==> src/rtl/morse_pkg.sv <==
// Shared types and constants for the Morse keyer.
// MORSE_PROSIGN_EN widens element storage to six for punctuation prosigns.
package morse_pkg;

`ifdef MORSE_PROSIGN_EN
    localparam int unsigned MAX_ELEMS = 6;
`else
    localparam int unsigned MAX_ELEMS = 5;
`endif
    localparam int unsigned LEN_W = $clog2(MAX_ELEMS + 1);
    localparam int unsigned PAT_W = MAX_ELEMS;

    localparam int unsigned DOT       = 1;
    localparam int unsigned DASH      = 3;
    localparam int unsigned EL_GAP    = 1;
    localparam int unsigned CHAR_GAP  = 3;
    localparam int unsigned ERR_UNITS = 1;

    typedef enum logic [2:0] {
        StIdle,
        StMark,
        StElGap,
        StCharGap,
        StWordGap,
        StErr
    } state_e;

endpackage

==> src/rtl/morse_rom.sv <==
// Combinational ASCII -> Morse lookup; pattern is left-aligned, 1 = dash.
// Space is supported with len 0. MORSE_PROSIGN_EN adds . , ? / =
module morse_rom
    import morse_pkg::*;
(
    input  logic [7:0]       char_data,
    output logic             supported,
    output logic [LEN_W-1:0] len,
    output logic [PAT_W-1:0] pattern
);

    logic [7:0] c;
    logic       hit;
    logic [2:0] l;
    logic [5:0] b;
    logic [5:0] left6;

    always_comb begin
        c = char_data;
        if (char_data >= 8'h61 && char_data <= 8'h7a) begin
            c = char_data - 8'h20;
        end
        hit = 1'b1;
        l   = 3'd0;
        b   = 6'b000000;
        // b holds the l elements right-aligned, first element at bit l-1
        case (c)
            8'h20: begin l = 3'd0; b = 6'b000000; end
            8'h41: begin l = 3'd2; b = 6'b000001; end
            8'h42: begin l = 3'd4; b = 6'b001000; end
            8'h43: begin l = 3'd4; b = 6'b001010; end
            8'h44: begin l = 3'd3; b = 6'b000100; end
            8'h45: begin l = 3'd1; b = 6'b000000; end
            8'h46: begin l = 3'd4; b = 6'b000010; end
            8'h47: begin l = 3'd3; b = 6'b000110; end
            8'h48: begin l = 3'd4; b = 6'b000000; end
            8'h49: begin l = 3'd2; b = 6'b000000; end
            8'h4a: begin l = 3'd4; b = 6'b000111; end
            8'h4b: begin l = 3'd3; b = 6'b000101; end
            8'h4c: begin l = 3'd4; b = 6'b000100; end
            8'h4d: begin l = 3'd2; b = 6'b000011; end
            8'h4e: begin l = 3'd2; b = 6'b000010; end
            8'h4f: begin l = 3'd3; b = 6'b000111; end
            8'h50: begin l = 3'd4; b = 6'b000110; end
            8'h51: begin l = 3'd4; b = 6'b001101; end
            8'h52: begin l = 3'd3; b = 6'b000010; end
            8'h53: begin l = 3'd3; b = 6'b000000; end
            8'h54: begin l = 3'd1; b = 6'b000001; end
            8'h55: begin l = 3'd3; b = 6'b000001; end
            8'h56: begin l = 3'd4; b = 6'b000001; end
            8'h57: begin l = 3'd3; b = 6'b000011; end
            8'h58: begin l = 3'd4; b = 6'b001001; end
            8'h59: begin l = 3'd4; b = 6'b001011; end
            8'h5a: begin l = 3'd4; b = 6'b001100; end
            8'h30: begin l = 3'd5; b = 6'b011111; end
            8'h31: begin l = 3'd5; b = 6'b001111; end
            8'h32: begin l = 3'd5; b = 6'b000111; end
            8'h33: begin l = 3'd5; b = 6'b000011; end
            8'h34: begin l = 3'd5; b = 6'b000001; end
            8'h35: begin l = 3'd5; b = 6'b000000; end
            8'h36: begin l = 3'd5; b = 6'b010000; end
            8'h37: begin l = 3'd5; b = 6'b011000; end
            8'h38: begin l = 3'd5; b = 6'b011100; end
            8'h39: begin l = 3'd5; b = 6'b011110; end
`ifdef MORSE_PROSIGN_EN
            8'h2e: begin l = 3'd6; b = 6'b010101; end
            8'h2c: begin l = 3'd6; b = 6'b110011; end
            8'h3f: begin l = 3'd6; b = 6'b001100; end
            8'h2f: begin l = 3'd5; b = 6'b010010; end
            8'h3d: begin l = 3'd5; b = 6'b010001; end
`endif
            default: hit = 1'b0;
        endcase
        left6     = b << (3'd6 - l);
        supported = hit;
        len       = LEN_W'(l);
        pattern   = left6[5 -: PAT_W];
    end

endmodule

==> src/rtl/morse_keyer.sv <==
// Morse keyer: accepts ASCII over valid/ready, times marks and gaps in units.
// Build with MORSE_PROSIGN_EN to key punctuation prosigns instead of flagging them.
module morse_keyer
    import morse_pkg::*;
#(
    parameter int unsigned UNIT_CYCLES    = 4800000,
    parameter bit          LED_ACTIVE_LOW = 1'b0,
    parameter int unsigned WORD_GAP_UNITS = 4
) (
    input  logic       clk,
    input  logic       rst,
    input  logic [7:0] char_data,
    input  logic       char_valid,
    output logic       char_ready,
    output logic       key,
    output logic       busy,
    output logic       err,
    output logic       led_r,
    output logic       led_g,
    output logic       led_b
);

    localparam int unsigned MAX_UNITS = (WORD_GAP_UNITS > DASH) ? WORD_GAP_UNITS : DASH;
    localparam int unsigned CNT_W     = $clog2(MAX_UNITS * UNIT_CYCLES);

    function automatic logic [CNT_W-1:0] load(input int unsigned units);
        return CNT_W'(units * UNIT_CYCLES - 32'd1);
    endfunction

    logic             rom_supported;
    logic [LEN_W-1:0] rom_len;
    logic [PAT_W-1:0] rom_pattern;

    state_e           state_q, state_d;
    logic [CNT_W-1:0] cnt_q, cnt_d;
    logic [PAT_W-1:0] pat_q, pat_d;
    logic [LEN_W-1:0] left_q, left_d;
    logic             err_d, mark_d, dash_d;
    logic             key_q, err_q, led_r_q, led_g_q, led_b_q;

    morse_rom u_rom (
        .char_data (char_data),
        .supported (rom_supported),
        .len       (rom_len),
        .pattern   (rom_pattern)
    );

    always_comb begin
        state_d = state_q;
        cnt_d   = (cnt_q != '0) ? cnt_q - CNT_W'(1) : cnt_q;
        pat_d   = pat_q;
        left_d  = left_q;
        err_d   = 1'b0;
        case (state_q)
            StIdle: begin
                if (char_valid) begin
                    if (!rom_supported) begin
                        state_d = StErr;
                        cnt_d   = load(ERR_UNITS);
                        err_d   = 1'b1;
                    end else if (rom_len == '0) begin
                        state_d = StWordGap;
                        cnt_d   = load(WORD_GAP_UNITS);
                    end else begin
                        state_d = StMark;
                        pat_d   = rom_pattern;
                        left_d  = rom_len;
                        cnt_d   = load(rom_pattern[PAT_W-1] ? DASH : DOT);
                    end
                end
            end
            StMark: begin
                if (cnt_q == '0) begin
                    if (left_q > LEN_W'(1)) begin
                        state_d = StElGap;
                        cnt_d   = load(EL_GAP);
                        pat_d   = pat_q << 1;
                        left_d  = left_q - LEN_W'(1);
                    end else begin
                        state_d = StCharGap;
                        cnt_d   = load(CHAR_GAP);
                    end
                end
            end
            StElGap: begin
                if (cnt_q == '0) begin
                    state_d = StMark;
                    cnt_d   = load(pat_q[PAT_W-1] ? DASH : DOT);
                end
            end
            default: begin
                if (cnt_q == '0) begin
                    state_d = StIdle;
                end
            end
        endcase
        // Outputs are registered from next state so they line up with the state register
        mark_d = (state_d == StMark);
        dash_d = pat_d[PAT_W-1];
    end

    always_ff @(posedge clk) begin
        if (rst) begin
            state_q <= StIdle;
            cnt_q   <= '0;
            pat_q   <= '0;
            left_q  <= '0;
            key_q   <= 1'b0;
            err_q   <= 1'b0;
            led_r_q <= LED_ACTIVE_LOW;
            led_g_q <= LED_ACTIVE_LOW;
            led_b_q <= LED_ACTIVE_LOW;
        end else begin
            state_q <= state_d;
            cnt_q   <= cnt_d;
            pat_q   <= pat_d;
            left_q  <= left_d;
            key_q   <= mark_d;
            err_q   <= err_d;
            led_r_q <= (state_d == StErr) ^ LED_ACTIVE_LOW;
            led_g_q <= (mark_d & ~dash_d) ^ LED_ACTIVE_LOW;
            led_b_q <= (mark_d & dash_d) ^ LED_ACTIVE_LOW;
        end
    end

    assign char_ready = (state_q == StIdle) && !rst;
    assign busy       = (state_q != StIdle);
    assign key        = key_q;
    assign err        = err_q;
    assign led_r      = led_r_q;
    assign led_g      = led_g_q;
    assign led_b      = led_b_q;

endmodule
==> config.mk <==
export PLATFORM = sky130hd
export DESIGN_NAME = morse_keyer
export DESIGN_NICKNAME = d
export VERILOG_FILES = /design/src/rtl/morse_pkg.sv /design/src/rtl/morse_rom.sv /design/src/rtl/morse_keyer.sv
export SDC_FILE = /design/constraint.sdc
export NUM_CORES = 1
export LEC_CHECK = 0
export ABC_AREA = 1
export CAP_MARGIN = 20
export CORE_MARGIN = 4
export CORE_UTILIZATION = 60
export CTS_CLUSTER_DIAMETER = 60
export DETAILED_ROUTE_END_ITERATION = 8
export HOLD_SLACK_MARGIN = 0.08
export PLACE_DENSITY_LB_ADDON = 0.05
export SLEW_MARGIN = 20
export SYNTH_ARGS = -nofsm -noshare
export SYNTH_HDL_FRONTEND = slang
export SYNTH_SLANG_ARGS = --single-unit
==> constraint.sdc <==
create_clock -name clk -period 3.65 [get_ports clk]
set_clock_uncertainty 0.1 [all_clocks]
set_input_delay 0.73 -clock clk [delete_from_list [all_inputs] [get_ports clk]]
set_output_delay 0.73 -clock clk [all_outputs]
set_load 0.03 [all_outputs]
# == Word level (Yosys, flattened, before mapping) ==
# Index checks and enable logic that the tools add are counted.
# Widths: inputs -> output; s select.
# totals
word_cells,131
register_bits,41
in_bits,11
output_inout_bits,7
# classes
n_addsub,6
n_shift,1
mux,35
n_bitwise,5
reduce_logical,23
eq_ne,46
order_cmp,3
n_mul,2
# ops
op,n
$eq 8x7->1 const B,26
$mux 25,6
$pmux 5 s19,1
$eq 8x6->1 const B,11
$pmux 25 s3,1
$sub 25x1->25 const B,3
$reduce_or 37->1,1
$mux 3,11
$mul 2x14->16 const B,2
$logic_not 25->1,1
$mux 5,5
$reduce_bool 25->1,1
$mux 24,1
$pmux 3 s5,1
$reduce_or 12->1,1
$reduce_or 3->1,4
$ne 2x2->1 const B,5
$pmux 5 s2,1
$reduce_or 10->1,1
$pmux 3 s3,1
$ge 8x7->1 const B,1
$le 8x7->1 const B,1
$mux 8,1
$reduce_or 8->1,1
other kinds (22),33

# == Logic depth before layout (Yosys ltp) ==
# logic_depth
depth_word,15
ltp_mapped,26

# == By module ==
# From an unflattened synthesis, not the netlist that was laid out.
# hier_totals
hier_cells,617
hier_area_um2,3833.7
# by_module_without_submodules
module,area_each_um2,n_inst,seq_area_each_um2,cells_per_inst
morse_keyer,2552.4,1,820.8,375
morse_rom,1281.2,1,0.0,242

# == Worst setup path before layout ==
# Ideal clock, no wire load.
# synth_path
kind,in2reg
startpoint,input port char_data[2]
endpoint,register pat_q[4]
cell_stages,22
t_arrival_ns,3.000
t_required_ns,3.422
n_path_buf,1
slack_ns,0.423
cell_sequence,nor2_1 > nand3_2 > nand4_2 > nand2_4 > nor2_8 > buf_6 > nand3_2 > nand2_1 > nor2_1 > nand2_2 > nor2_4 > ha_1 > inv_1 > nor2_1 > nor2_2 > nand2_2 > nand3_2 > nand2_1 > nand2_1 > nand2_1 > nand2_1 > nor2_1
# synth_via
elab_chain_cells,12
elab_cells_between_ends,64
classes_between,add/sub (2); order compare (2); eq/ne (37); shift (1); mux (8); reduce/logical (14)
# synth_lines
item,line,text
"start, declared",morse_keyer.sv:12,"input logic [7:0] char_data,"
$ge 8x7->1 / $le 8x7->1 (equally long branches),morse_rom.sv:20,if (char_data >= 8'h61 && char_data <= 8'h7a) begin
$logic_and 1x1->1,morse_rom.sv:20,
$mux 8 *,morse_rom.sv:20,
$eq 8x7->1 / $eq 8x6->1 (equally long branches),morse_rom.sv:27,case (c)
$reduce_or 12->1 (no line) (tied with other cells),--,
$pmux 3 s5,morse_rom.sv:27,
$sub 3x3->3,morse_rom.sv:74,left6 = b << (3'd6 - l);
$shl 5x3->6,morse_rom.sv:74,
$mux 5,morse_keyer.sv:61,end else if (rom_len == '0) begin
$mux 5 *,morse_keyer.sv:57,if (!rom_supported) begin
$mux 5 *,morse_keyer.sv:56,if (char_valid) begin
$pmux 5 s2 *,morse_keyer.sv:54,case (state_q)
"end signal, assigned",morse_keyer.sv:116,pat_q <= pat_d;
"end, declared",morse_keyer.sv:36,"logic [PAT_W-1:0] pat_q, pat_d;"
# Mark *: on every way between the ends. The rest lies on a longest branch, timed or not. The select of a mux whose other input is x is not followed.
# A chain may end at the register's enable or synchronous reset.

# == Worst setup path in the final report ==
# layout_path
startpoint,input port char_data[7]
endpoint,register left_q[2]
# layout_via
elab_chain_cells,10
elab_cells_between_ends,58
classes_between,add/sub (1); order compare (2); eq/ne (39); mux (7); reduce/logical (9)
# layout_lines
item,line,text
$ge 8x7->1 / $le 8x7->1 (equally long branches),morse_rom.sv:20,
$logic_and 1x1->1,morse_rom.sv:20,
$mux 8 *,morse_rom.sv:20,
$eq 8x7->1 / $eq 8x6->1 (equally long branches),morse_rom.sv:27,
$reduce_or 12->1 (no line) (tied with other cells),--,
$pmux 3 s5,morse_rom.sv:27,
$mux 3,morse_keyer.sv:61,
$mux 3,morse_keyer.sv:57,
$mux 3,morse_keyer.sv:56,
$pmux 3 s2,morse_keyer.sv:54,
"end signal, assigned",morse_keyer.sv:117,left_q <= left_d;
"end, declared",morse_keyer.sv:37,"logic [LEN_W-1:0] left_q, left_d;"
# Marked as above.

==> reports/results.tsv <==
stage	metric	value	unit
drt	final routed wirelength across all metal layers	11500	µm
drt	mean number of vias per cell	5.66	
logic_synthesis	portion of the post-synthesis area used by sequential elements	22.4	%
logic_synthesis	most area-hungry cell type in the Yosys netlist	dfxtp_1	
sta	Setup TNS	0	ns
worst_setup_path	kind of cell adding the most delay to the critical path	simple AND/OR/NAND/NOR gates	
worst_setup_path	cell-by-cell trace of the critical path	clkdlybuf4s50_1, nor2_4, nand4_1, nand2_4, nor2_8, buf_4, nand3_2, nand2_2, nor2_4, nand2_4, buf_4, nor2_4, ha_2, nand4_4, nand2_4, inv_2, nand2_4, nand2_4, o21ai_0, a31oi_1	
logic_synthesis	Post-synth EDFFs	0	
placement	placed wire-length estimate after detailed placement	8420	µm
worst_setup_path	worst path buffer plus inverter count	4	
worst_setup_path	Critical Path Fanout Max	8	
grt	initial antenna violation count	0	
placement	final weighted congestion of routability-driven global placement	0.921	
logic_synthesis	top cells by area in the synthesized netlist	dfxtp_1 (22%), nand2_1 (13%), nor2_1 (9.1%), inv_1 (9.0%), nand3_1 (5.6%)	
cts	clock edge transition at the registers on the reported setup and hold paths	0.09	ns
logic_synthesis	Yosys top cell area share	22.4	%
placement	I/O Buffers	17	
logic_synthesis	gate count of the mapped netlist	593	
sta	final worst path period share	95.1	%
sta	final hold viol count	0	
finish	Final Instance Count excl. Fillers	759	
worst_setup_path	cell at the slowest stage of the critical path	clkdlybuf4s50_1	
power	peak supply drop	0.287	mV
sta	unrepaired setup endpoints after global routing	false	
cts	number of buffers inserted during clock tree synthesis	5	
drt	via count	4297	
cts	level count of the clock H-tree	2	
worst_setup_path	endpoint type of the worst setup path	flop	
worst_setup_path	worst endpoint required time	3.73	ns
worst_setup_path	data arrival at the endpoint of the critical path	3.55	ns
logic_synthesis	most common flop cell mapped by yosys	dfxtp_1	
worst_setup_path	worst stage delay on the critical path	0.47	ns
finish	post-layout net count	701	
cts	CTS tree	built	
logic_synthesis	Warnings, synthesis	0	
grt	maximum number of pins on one net before global-route repair	25	
worst_setup_path	Setup CP Type	primary input to flop	
min_path	classification of the worst-slack hold path	flop to flop	
worst_setup_path	kind of start point of the critical path	primary input	
worst_setup_path	cell seen most often among critical-path stages	nand2_4	
grt	Remaining Overflow, GRT	0	
drt	Initial DRT Pass Iterations	5	
sta	shortest period the worst path allows	3.47	ns
min_path	Cells on Worst Hold Path	2	
logic_synthesis	library cells used by synthesis	45	
die	Core ar.	5920	µm²
power	leakage component of the power	2.56	nW
logic_synthesis	cell area after synthesis	3660	µm²
cts	insertion delay to the later sink of the worst-skew pair	0.30	ns
run_status	result of the run	complete, no violations	
die	Die Area	7420	µm²
logic_synthesis	count of state elements after synthesis	41	
die	width of the die	86.1	µm
drt	wire length per cell	15.1	µm
worst_setup_path	number of cells on the critical path	20	
worst_setup_path	R2R depth	17	
worst_setup_path	worst setup path start	char_data[7]	
finish	area growth from synthesis to layout	29.2	%
logic_synthesis	synthesized area divided by synthesized cell count	6.18	µm²
logic_synthesis	fraction of registers with async set or reset after synthesis	0	%
logic_synthesis	number of nets in the synthesized netlist	611	
drt	first-iteration detailed-routing DRC count	358	
die	FP Rows	28	
drt	Antenna Nets Post-Route	0	
sta	peak clock frequency supported by timing	0.288	GHz
placement	placed cells	745	
worst_setup_path	launching point of the worst reg2reg path	cnt_q[1]	
min_path	worst hold path startpoint	pat_q[0]	
grt	total routing usage reported by global routing	29.5	%
die	Boundary Pins	18	
grt	wire length of the first global-routing pass	17900	µm
drt	DRC Markers	0	
finish	fraction of final layout cells sized beyond drive strength 1	26.3	%
power	power density over the cells	355	nW/µm²
sta	Finish-stage setup viols	0	
cts	number of hold-repair buffers added at the cts stage	0	
sta	measured slew at the worst slew-check pin	0.803	ns
finish	number of inserted diodes	0	
cts	buffers from clock root to sink, at most	2	
die	initial cell density of the core	61.9	%
sta	Pins Over Slew Limit	0	
cts	Clock Sink Count	41	
sta	worst max-slew margin expressed relative to the limit	46.4	%
die	die boundary height	86.1	µm
grt	number of global-route vias before repair	4039	
flow_run	max-cap violations	0	
cts	CTS root buffer	clkbuf_8	
registers in the layout (all words and copies together) (netlist names):
name	count
key	1
left_q	3
cnt_q	25
pat_q	5
led_g	1
led_r	1
state_q	3
err	1
led_b	1
through the flow:
step	setup WS (ns)	util (%)	power, W	area, µm²	hold WS (ns)
finish	0.181	80.0	0.00168	4730	0.389
global route	0.0141	80.0	0.00178	4730	0.430
CTS	0.000850	76.5	0.00164	4530	0.393
detailed placement	-0.246	74.0	0.00120	4380	0.380
global placement	-0.115	74.0	0.00118	4380	0.355
floorplan	0.423	-	0.000995	3660	0.343
routing by layer:
layer / up-vias / track usage, % / routed length (µm)
met1: 1995 / 33.3 / 4630
met3: 41 / 3.46 / 536
li1: 2102 / - / -
met5: - / 0 / 0
met2: 159 / 56.7 / 5940
met4: 0 / 9.35 / 388
Yosys cell counts (2+ instances only):
master,n
nand3_4,2
nor3_1,10
o21ai_0,38
buf_6,4
a31oi_1,8
nor2_1,89
inv_1,88
xor2_1,5
nand4_1,16
xnor2_1,4
nand4_2,2
nor2_4,5
or2_2,6
nand2_2,14
o211ai_1,4
nor4_1,5
clkbuf_1,4
nand2_1,122
o31ai_1,3
nand3_2,13
a21oi_1,19
dfxtp_1,41
ha_1,7
nand3_1,41
inv_2,8
nand2_4,6
nor2_2,11
cells in the final DEF (no fill, tap or decap), drive strengths merged, types with 8 or more instances in the layout:
| cell type | instances |
|---|---|
| o21ai | 39 |
| nor2 | 107 |
| inv | 98 |
| clkdlybuf4s50 | 10 |
| a21oi | 21 |
| nor3 | 10 |
| buf | 75 |
| a31oi | 8 |
| nand2 | 142 |
| nand4 | 19 |
| dfxtp | 41 |
| nand3 | 56 |
path summary, 6_finish.rpt:
kind	to	slack, ns
max	left_q[2]	0.18
min	pat_q[0]	0.39
max reg2reg	cnt_q[23]	0.54
min reg2reg	pat_q[0]	0.39
worst min-delay path, delay by kind of cell, from the launching register on:
kind / cells / cell delay, ns
AND/OR/NAND/NOR: 1 / 0.06
AO/OA/AOI/OAI: 1 / 0.07
flip-flops: 1 / 0.32
cells by family after synthesis:
group	after synthesis	share of synthesized area, %
AO/OA/AOI/OAI	81	12.9
flip-flops	41	22.4
buffers and inverters	107	11.9
adder cells (fa/ha/maj)	7	2.39
XOR/XNOR	9	2.15
AND/OR/NAND/NOR	348	48.3
cell type report:
cell class | count | area (µm²)
multi-input combinational | 446 | 2550
fill | 426 | 1190
sequential | 41 | 821
timing repair buffer | 92 | 762
inverter | 97 | 367
tap | 75 | 93.8
clock buffer | 5 | 68.8
clock inverter | 3 | 68.8
power breakdown:
group / switching, W / internal (W)
Sequential: 0.0000521 / 0.000509
Combinational: 0.000421 / 0.000252
Clock: 0.000173 / 0.000276
what timing repair did:
item	CTS	global route
endpoints found under the setup margin	8	26
setup buffers	0	5
gates cloned	0	1
pin swaps	1	16
resized for setup	2	45
Note: power is estimated with default switching activity, not from simulation.
